## src/rtl/jedro_1_dmem_arb_pkg.sv

```systemverilog
// Shared types for the jedro_1 data-memory arbiter.
package jedro_1_dmem_arb_pkg;

  // Widest request fields the arbiter carries internally; narrower ports are zero-extended.
  localparam int unsigned DMEM_MAX_ADDR_W = 64;
  localparam int unsigned DMEM_MAX_DATA_W = 64;
  localparam int unsigned DMEM_MAX_BE_W   = DMEM_MAX_DATA_W / 8;

  typedef enum logic [1:0] {
    ST_IDLE,
    ST_ISSUE,
    ST_WAIT,
    ST_RESP
  } dmem_arb_state_e;

  typedef struct packed {
    logic [DMEM_MAX_BE_W-1:0]   we;
    logic [DMEM_MAX_ADDR_W-1:0] addr;
    logic [DMEM_MAX_DATA_W-1:0] wdata;
  } dmem_req_t;

  typedef enum logic [1:0] {
    RESP_NONE,
    RESP_ACK,
    RESP_ERR
  } dmem_resp_e;

endpackage

```

## src/rtl/jedro_1_rr_arbiter2.sv

```systemverilog
// Two-way round-robin grant with a last-grant pointer.
module jedro_1_rr_arbiter2 (
  input  logic       clk,
  input  logic       rst,
  input  logic [1:0] req,
  input  logic       update_en,
  output logic [1:0] grant_c
);

  logic last_grant;

  // One-hot grant; on a tie the master not granted last wins.
  always_comb begin
    grant_c = 2'b00;
    if (req[0] && (!req[1] || last_grant)) begin
      grant_c = 2'b01;
    end else if (req[1]) begin
      grant_c = 2'b10;
    end
  end

  // Remember who was granted so the other side wins the next tie.
  always_ff @(posedge clk) begin
    if (rst) begin
      last_grant <= 1'b1;
    end else if (update_en && (|grant_c)) begin
      last_grant <= grant_c[1];
    end
  end

endmodule

```

## src/rtl/jedro_1_dmem_arbiter.sv

```systemverilog
// Two-master data-memory arbiter: round-robin grant, single-pulse slave request,
// timeout-to-error, and response routing back to the granted master.
module jedro_1_dmem_arbiter
  import jedro_1_dmem_arb_pkg::*;
#(
  parameter int unsigned ADDR_WIDTH     = 32,
  parameter int unsigned DATA_WIDTH     = 32,
  parameter int unsigned TIMEOUT_CYCLES = 16
) (
  input  logic                    clk_i,
  input  logic                    rst_i,
  input  logic                    m0_req_i,
  input  logic [DATA_WIDTH/8-1:0] m0_we_i,
  input  logic [ADDR_WIDTH-1:0]   m0_addr_i,
  input  logic [DATA_WIDTH-1:0]   m0_wdata_i,
  output logic [DATA_WIDTH-1:0]   m0_rdata_o,
  output logic                    m0_ack_o,
  output logic                    m0_err_o,
  input  logic                    m1_req_i,
  input  logic [DATA_WIDTH/8-1:0] m1_we_i,
  input  logic [ADDR_WIDTH-1:0]   m1_addr_i,
  input  logic [DATA_WIDTH-1:0]   m1_wdata_i,
  output logic [DATA_WIDTH-1:0]   m1_rdata_o,
  output logic                    m1_ack_o,
  output logic                    m1_err_o,
  output logic                    s_req_o,
  output logic [DATA_WIDTH/8-1:0] s_we_o,
  output logic [ADDR_WIDTH-1:0]   s_addr_o,
  output logic [DATA_WIDTH-1:0]   s_wdata_o,
  input  logic [DATA_WIDTH-1:0]   s_rdata_i,
  input  logic                    s_ack_i,
  input  logic                    s_err_i
);

  localparam int unsigned BE_WIDTH = DATA_WIDTH / 8;
  localparam int unsigned CNT_W    = $clog2(TIMEOUT_CYCLES);

  dmem_arb_state_e  state;
  logic             gnt_q;
  logic [CNT_W-1:0] cnt;
  logic [1:0]       grant_c;
  dmem_req_t        sel_c;
  dmem_resp_e       resp_c;

  jedro_1_rr_arbiter2 u_rr (
    .clk       (clk_i),
    .rst       (rst_i),
    .req       ({m1_req_i, m0_req_i}),
    .update_en (state == ST_IDLE),
    .grant_c   (grant_c)
  );

  // Request fields of whichever master the arbiter currently selects.
  always_comb begin
    sel_c.we    = DMEM_MAX_BE_W'(m0_we_i);
    sel_c.addr  = DMEM_MAX_ADDR_W'(m0_addr_i);
    sel_c.wdata = DMEM_MAX_DATA_W'(m0_wdata_i);
    if (grant_c[1]) begin
      sel_c.we    = DMEM_MAX_BE_W'(m1_we_i);
      sel_c.addr  = DMEM_MAX_ADDR_W'(m1_addr_i);
      sel_c.wdata = DMEM_MAX_DATA_W'(m1_wdata_i);
    end
  end

  // Response decode while a transaction is outstanding; error beats ack, timeout is an error.
  always_comb begin
    resp_c = RESP_NONE;
    if (state == ST_ISSUE || state == ST_WAIT) begin
      if (s_err_i) begin
        resp_c = RESP_ERR;
      end else if (s_ack_i) begin
        resp_c = RESP_ACK;
      end else if (cnt == CNT_W'(TIMEOUT_CYCLES - 1)) begin
        resp_c = RESP_ERR;
      end
    end
  end

  // Sequencer FSM with registered slave and master outputs.
  always_ff @(posedge clk_i) begin
    if (rst_i) begin
      state      <= ST_IDLE;
      gnt_q      <= 1'b0;
      cnt        <= '0;
      s_req_o    <= 1'b0;
      s_we_o     <= '0;
      s_addr_o   <= '0;
      s_wdata_o  <= '0;
      m0_ack_o   <= 1'b0;
      m0_err_o   <= 1'b0;
      m0_rdata_o <= '0;
      m1_ack_o   <= 1'b0;
      m1_err_o   <= 1'b0;
      m1_rdata_o <= '0;
    end else begin
      s_req_o    <= 1'b0;
      m0_ack_o   <= 1'b0;
      m0_err_o   <= 1'b0;
      m0_rdata_o <= '0;
      m1_ack_o   <= 1'b0;
      m1_err_o   <= 1'b0;
      m1_rdata_o <= '0;
      case (state)
        ST_IDLE: begin
          if (|grant_c) begin
            s_we_o    <= BE_WIDTH'(sel_c.we);
            s_addr_o  <= ADDR_WIDTH'(sel_c.addr);
            s_wdata_o <= DATA_WIDTH'(sel_c.wdata);
            gnt_q     <= grant_c[1];
            cnt       <= '0;
            s_req_o   <= 1'b1;
            state     <= ST_ISSUE;
          end
        end
        ST_ISSUE, ST_WAIT: begin
          if (resp_c != RESP_NONE) begin
            state <= ST_RESP;
            if (gnt_q) begin
              m1_ack_o <= (resp_c == RESP_ACK);
              m1_err_o <= (resp_c == RESP_ERR);
              if (resp_c == RESP_ACK) m1_rdata_o <= s_rdata_i;
            end else begin
              m0_ack_o <= (resp_c == RESP_ACK);
              m0_err_o <= (resp_c == RESP_ERR);
              if (resp_c == RESP_ACK) m0_rdata_o <= s_rdata_i;
            end
          end else begin
            cnt   <= cnt + CNT_W'(1);
            state <= ST_WAIT;
          end
        end
        ST_RESP: begin
          state <= ST_IDLE;
        end
        default: begin
          state <= ST_IDLE;
        end
      endcase
    end
  end

endmodule

```

## config.mk

```make
export PLATFORM = sky130hd
export DESIGN_NAME = jedro_1_dmem_arbiter
export DESIGN_NICKNAME = d
export VERILOG_FILES = /design/src/rtl/jedro_1_dmem_arb_pkg.sv /design/src/rtl/jedro_1_rr_arbiter2.sv /design/src/rtl/jedro_1_dmem_arbiter.sv
export SDC_FILE = /design/constraint.sdc
export NUM_CORES = 1
export LEC_CHECK = 0
export CAP_MARGIN = 10
export CORE_UTILIZATION = 38
export DETAILED_ROUTE_END_ITERATION = 6
export PLACE_DENSITY = 0.81
export SYNTH_ARGS = -nofsm -noshare
export SYNTH_HDL_FRONTEND = slang
export SYNTH_HIERARCHICAL = 1
export SYNTH_SLANG_ARGS = --single-unit
```

## constraint.sdc

```tcl
create_clock -name clk_i -period 2.25 [get_ports clk_i]
set_input_delay 0.3375 -clock clk_i [delete_from_list [all_inputs] [get_ports clk_i]]
set_output_delay 0.3375 -clock clk_i [all_outputs]
set_load 0.05 [all_outputs]
```

Word-level counts from Yosys, hierarchy flattened --
Index checks and enable logic that the tools add are counted.
Storage, ports and cells: register bits 145, input port bits 174, output and inout port bits 137
Cells by class: $add $sub $neg 1, eq/ne operators 8, mux-type cells 15, bitwise operators 4, reductions and logical operators 15
Operators by type and width (number):
- 2-to-1 mux 132 bit | 1
- 2-to-1 mux 32 bit | 1
- 2-to-1 mux 2 bit | 7
- 2-to-1 mux 4 bit | 2
- one-hot mux 4 bit (2 select lines) | 1
- OR reduction 4 bit | 2
- == test 2 bit, second input constant | 3
- one-hot mux 2 bit (3 select lines) | 1
- OR reduction 2 bit | 3
- adder 4 x 1 -> 4 bit, second input constant | 1
- == test 2 x 1 -> 1 bit, second input constant | 2
- == test 4 bit, second input constant | 1
- != test 2 bit, second input constant | 2
- NOT 1 bit | 4
- nonzero test 2 bit | 2
- AND reduction 3 bit | 1
- logical AND 1 bit | 2
- zero test 2 bit | 1
- logical OR 1 bit | 2
- 2-to-1 mux 1 bit | 2
- AND reduction 2 bit | 1
- zero test 1 bit | 1

Logic depth before layout (Yosys ltp) --
Gate-level depths: netlist (run 1).
depth in word-level cells 8, depth in mapped cells 7

Hierarchy --
Netlist (run 1), hierarchy kept.
By module, submodules not included:
- jedro_1_dmem_arbiter | instances 1, cells an instance 495, area an instance 5207.5 um^2, sequential area each 2882.8 um^2
- jedro_1_rr_arbiter2 | instances 1, cells an instance 7, area an instance 61.3 um^2, sequential area each 20.0 um^2

Worst setup path after synthesis (run 1) --
No wires, ideal clock.
path type register to register, start point register cnt[0], end point register cnt[3], data arrival time 1.581 ns, slack 0.573 ns, stages on the path, launching flop included 6, path buffers 0, period minus slack after synthesis 1.677 ns, cells stage by stage dfxtp_1 -> ha_1 -> a311o_1 -> a211oi_4 -> nand2_2 -> o41ai_2
On the way: cells in the longest elaborated chain, start to end 8, elaborated cells between the ends (all ways) 11, those cells by class 1 x add/sub; 2 x eq/ne; 6 x mux; 2 x reduce/logical
RTL lines:
- from (decl) | RTL line jedro_1_dmem_arbiter.sv:40 | logic [CNT_W-1:0] cnt;
- from (signal assigned) | RTL line jedro_1_dmem_arbiter.sv:128 | cnt <= cnt + CNT_W'(1);
- == test 4 bit | RTL line jedro_1_dmem_arbiter.sv:73 | end else if (cnt == CNT_W'(TIMEOUT_CYCLES - 1)) begin
- 2-to-1 mux 2 bit | RTL line jedro_1_dmem_arbiter.sv:73
- 2-to-1 mux 2 bit | RTL line jedro_1_dmem_arbiter.sv:71 | end else if (s_ack_i) begin
- 2-to-1 mux 2 bit | RTL line jedro_1_dmem_arbiter.sv:69 | if (s_err_i) begin
- 2-to-1 mux 2 bit | RTL line jedro_1_dmem_arbiter.sv:68 | if (state == ST_ISSUE || state == ST_WAIT) begin
- nonzero test 2 bit | RTL line jedro_1_dmem_arbiter.sv:116 | if (resp_c != RESP_NONE) begin
- != test 2 bit (no source line)
- AND reduction 3 bit (no source line)
Parallel ways exist; a longest one is shown, timed or not. The select of a mux whose other input is x is not followed. A chain may end at the register's enable or synchronous reset.

Final worst setup path (run 1) --
start point register s_addr_o[26], end point output port s_addr_o[26]
RTL lines:
- from (decl) | RTL line jedro_1_dmem_arbiter.sv:28 | output logic [ADDR_WIDTH-1:0] s_addr_o,
- from (signal assigned) | RTL line jedro_1_dmem_arbiter.sv:107 | s_addr_o <= ADDR_WIDTH'(sel_c.addr);
No word-level cell between the ends.

==> qor.yml, run 1 <==
outcome:
  outcome: "finished, final reports clean"
cts:
  tritoncts: "built"
  cts_buffers: 17
  cts_buffer_depth: 2
  clkSinkCount: 145
  cts_max_level: 4
  insertion_delay_ps: 410
  ctsHoldBuffers: 0
  clk_pin_slew_worst_paths_ps: 60
  cts_setup_buffers: 0
  ctsResizeCount: 0
  cts_root_buffer: "clkbuf_16"
grt:
  grt_pass1_wl_um: 22500
  overflow: 0
  grt_pass1_vias: 4558
  grt_max_degree: 54
  antenna_found_initial: 0
  grt_usage: 0.203
worst_hold_path:
  min_path_cells: 2
  min_path_type: "input pin to register"
logic_synthesis:
  ys_seq_area_frac: 0.551
  synthAdderAreaFrac: 0.00475
  synth_top_family_by_area: "simple AND/OR/NAND/NOR gates"
  synth-compound-area-share: 0.122
  synth.area.mux_share: 0.135
  postSynthCellCount: 502
  syn_area_mm2: 0.00527
  avgSynthCellArea_um2: 10.5
  yosys.area.top_type_share: 0.551
  synth_top_area_cell: "dfxtp_1"
  ys_warn_count: 6
  synth.net_count: 678
  synthSimpleGateAreaFrac: 0.152
  synth_seq_cells: 145
  synth_xor_area_frac: 0
  synth_cell_type_count: 31
  synth_area_leaders: "dfxtp_1 (55%), mux2i_1 (13%), a211oi_1 (9.8%), and2_1 (7.7%), nor2_1 (5.4%)"
layout:
  multi_input_area_mm2: 0.00220
  seqCellArea_mm2: 0.00290
  area_delta_synth_final_pct: 75.6
  fill_cells: 988
  n_antenna_cell: 0
  final_nets: 988
  instances_no_fill: 1000
  drive_above_1_share: 0.0740
flow_run:
  maxCapViolCount: 0
timing:
  max_slew.worst_pin.slew_ps: 565
  relSlewSlack: 0.622
  setup_viol: 0
  max_freq_mhz: 516
  min_period_ps: 1940
  slew_violations: 0
  skew_ps: 12.8
  setup-tns-final_ps: 0
  rsz0062_at_grt: "false"
  final_hold_viol_count: 0
  final.period_utilization: 0.862
placement:
  place_inst: 969
  io_buffers: 310
  place.gp.congestion: 0.774
  hpwlAfterDp_um: 11400
critical_path:
  arrival_ps: 1600
  worstPathRequired_ps: 1910
  critPathSlowestCell: "clkdlybuf4s50_1"
  slowest_delay_ps: 850
  cp.depth: 1
  worst-path-buf-inv: 1
  rr_worst_depth: 6
  path_cells: "clkdlybuf4s50_1"
  crit_fanout: 2
  start_kind: "register"
  endpoint_kind: "output pin"
  worstSetupPathType: "register to output pin"
  cp_top_family: "buffers and inverters"
power_and_ir_drop:
  max-vdd-ir-drop_mv: 0.627
  power_density_mw_per_mm2: 1240
  power.leakage_nw: 3.58
detailed_routing:
  wirelength_um: 14500
  drt_iter0_markers: 195
  post-route-drc-count: 0
  via_per_inst: 4.71
  firstDrtPassIters: 4
  vias: 4713
  routedWlPerCell_um: 14.5
  detail-route-antenna-nets: 0
floorplanning:
  start_util: 0.393
  core.rowCount: 42
  die_w_um: 120
  core_mm2: 0.0134
  die_area_mm2: 0.0143
  io_pins: 311
  die_y_um: 120
==> flip-flops by register name (all words and copies together) (netlist names) <==
signal	count
s_wdata_o	32
cnt	4
u_rr/last_grant	1
m0_ack_o	1
m1_rdata_o	32
m0_err_o	1
m0_rdata_o	32
s_req_o	1
s_we_o	4
m1_err_o	1
gnt_q	1
m1_ack_o	1
state	2
s_addr_o	32
==> worst paths after layout <==
kind | from | end | slack [ps]
worst max-delay path | s_addr_o[26] | s_addr_o[26] | 310
worst min-delay path | rst_i | s_addr_o[30] | 200
worst max register to register | state[1] | m0_rdata_o[27] | 360
worst min register to register | state[0] | state[0] | 480
==> where the power goes <==
group	internal, W	switching, W
Clock	0.00187	0.00109
Combinational	0.00191	0.00323
Sequential	0.00314	0.000290
Total	0.00691	0.00460
==> layout make-up <==
class	count	area share
clock buffers	17	0.0460
clock inverters	14	0.0218
inverters	5	0.00203
multi-input cells	313	0.237
flip-flops and latches	145	0.314
well taps	176	0.0238
repair buffers	330	0.355
==> Yosys cell counts <==
master / n
mux2i_1: 71
o21ai_0: 2
or2b_1: 2
buf_2: 15
o21bai_2: 1
a22oi_1: 1
ha_1: 2
dfxtp_1: 145
and3_1: 1
and4bb_2: 1
buf_1: 3
nor2b_1: 4
a211o_2: 1
nor2_1: 76
clkbuf_1: 20
buf_4: 1
and4b_1: 1
a21oi_1: 3
a21boi_0: 2
a211oi_4: 1
nor3b_2: 1
nor4_1: 1
nand2_2: 1
nand2_1: 3
inv_1: 5
and2_1: 65
o21a_1: 1
o41ai_2: 1
a211oi_1: 69
a311o_1: 1
nand3_1: 1
==> metal layers <==
metal	track usage	routed length, µm	vias to the layer above
met1	0.217	5670	2129
met5	0	0	-
met3	0.0532	948	20
li1	-	-	2363
met4	0.0828	293	0
met2	0.376	7640	201
==> cell usage in the layout, fill, tap and decap left out, types with 4 or more instances in the layout <==
| master | n |
|---|---|
| nor2_1 | 76 |
| bufinv_16 | 4 |
| inv_1 | 5 |
| nor2b_1 | 4 |
| clkdlybuf4s50_1 | 309 |
| buf_4 | 17 |
| inv_6 | 4 |
| a211oi_1 | 69 |
| mux2i_1 | 71 |
| and2_1 | 65 |
| clkbuf_16 | 17 |
| dfxtp_1 | 145 |
==> stage by stage <==
| step | utilization | cell area, µm² | setup WS (ps) | total power (W) | hold WS, ps |
|---|---|---|---|---|---|
| detailed placement | 0.644 | 8620 | 120 | 0.00863 | 467 |
| global placement | 0.644 | 8620 | 185 | 0.00850 | 454 |
| finish | 0.690 | 9250 | 311 | 0.0115 | 198 |
| floorplan | - | 5270 | 573 | 0.00681 | 429 |
| CTS | 0.690 | 9250 | 282 | 0.0116 | 177 |
| global route | 0.690 | 9250 | 201 | 0.0121 | 186 |
==> worst reg2reg max path: cells and delay by family (launching register included) <==
family	cells	cell delay [ps]
fa+ha+maj	1	490
simple gates	3	690
buf+inv	2	310
flops	1	330
==> logic make-up (layout without fill, tap and decap cells) <==
logic type,after synthesis,after routing
multiplexers,71,71
AND/OR/NAND/NOR,157,157
AO/OA/AOI/OAI,83,83
adder cells (fa/ha/maj),2,2
buffers and inverters,44,366
flip-flops,145,145
No activity file was read; power rests on OpenSTA's default activity.
==> run 2: changes to the inputs <==
--- a/config.mk
+++ b/config.mk
@@ -9,6 +9,7 @@
 export CORE_UTILIZATION = 38
 export DETAILED_ROUTE_END_ITERATION = 6
 export PLACE_DENSITY = 0.81
+export SLEW_MARGIN = 10
 export SYNTH_ARGS = -nofsm -noshare
 export SYNTH_HDL_FRONTEND = slang
 export SYNTH_HIERARCHICAL = 1
==> results of run 2 <==
Final layout, timing and power as in run 1 (identical DEF).
==> run 3: changes to the inputs <==
--- a/config.mk
+++ b/config.mk
@@ -8,6 +8,7 @@
 export CAP_MARGIN = 10
 export CORE_UTILIZATION = 38
 export DETAILED_ROUTE_END_ITERATION = 6
+export GPL_ROUTABILITY_DRIVEN = 0
 export PLACE_DENSITY = 0.81
 export SLEW_MARGIN = 10
 export SYNTH_ARGS = -nofsm -noshare
==> results of run 3 <==
Final layout, timing and power as in run 1 (identical DEF).
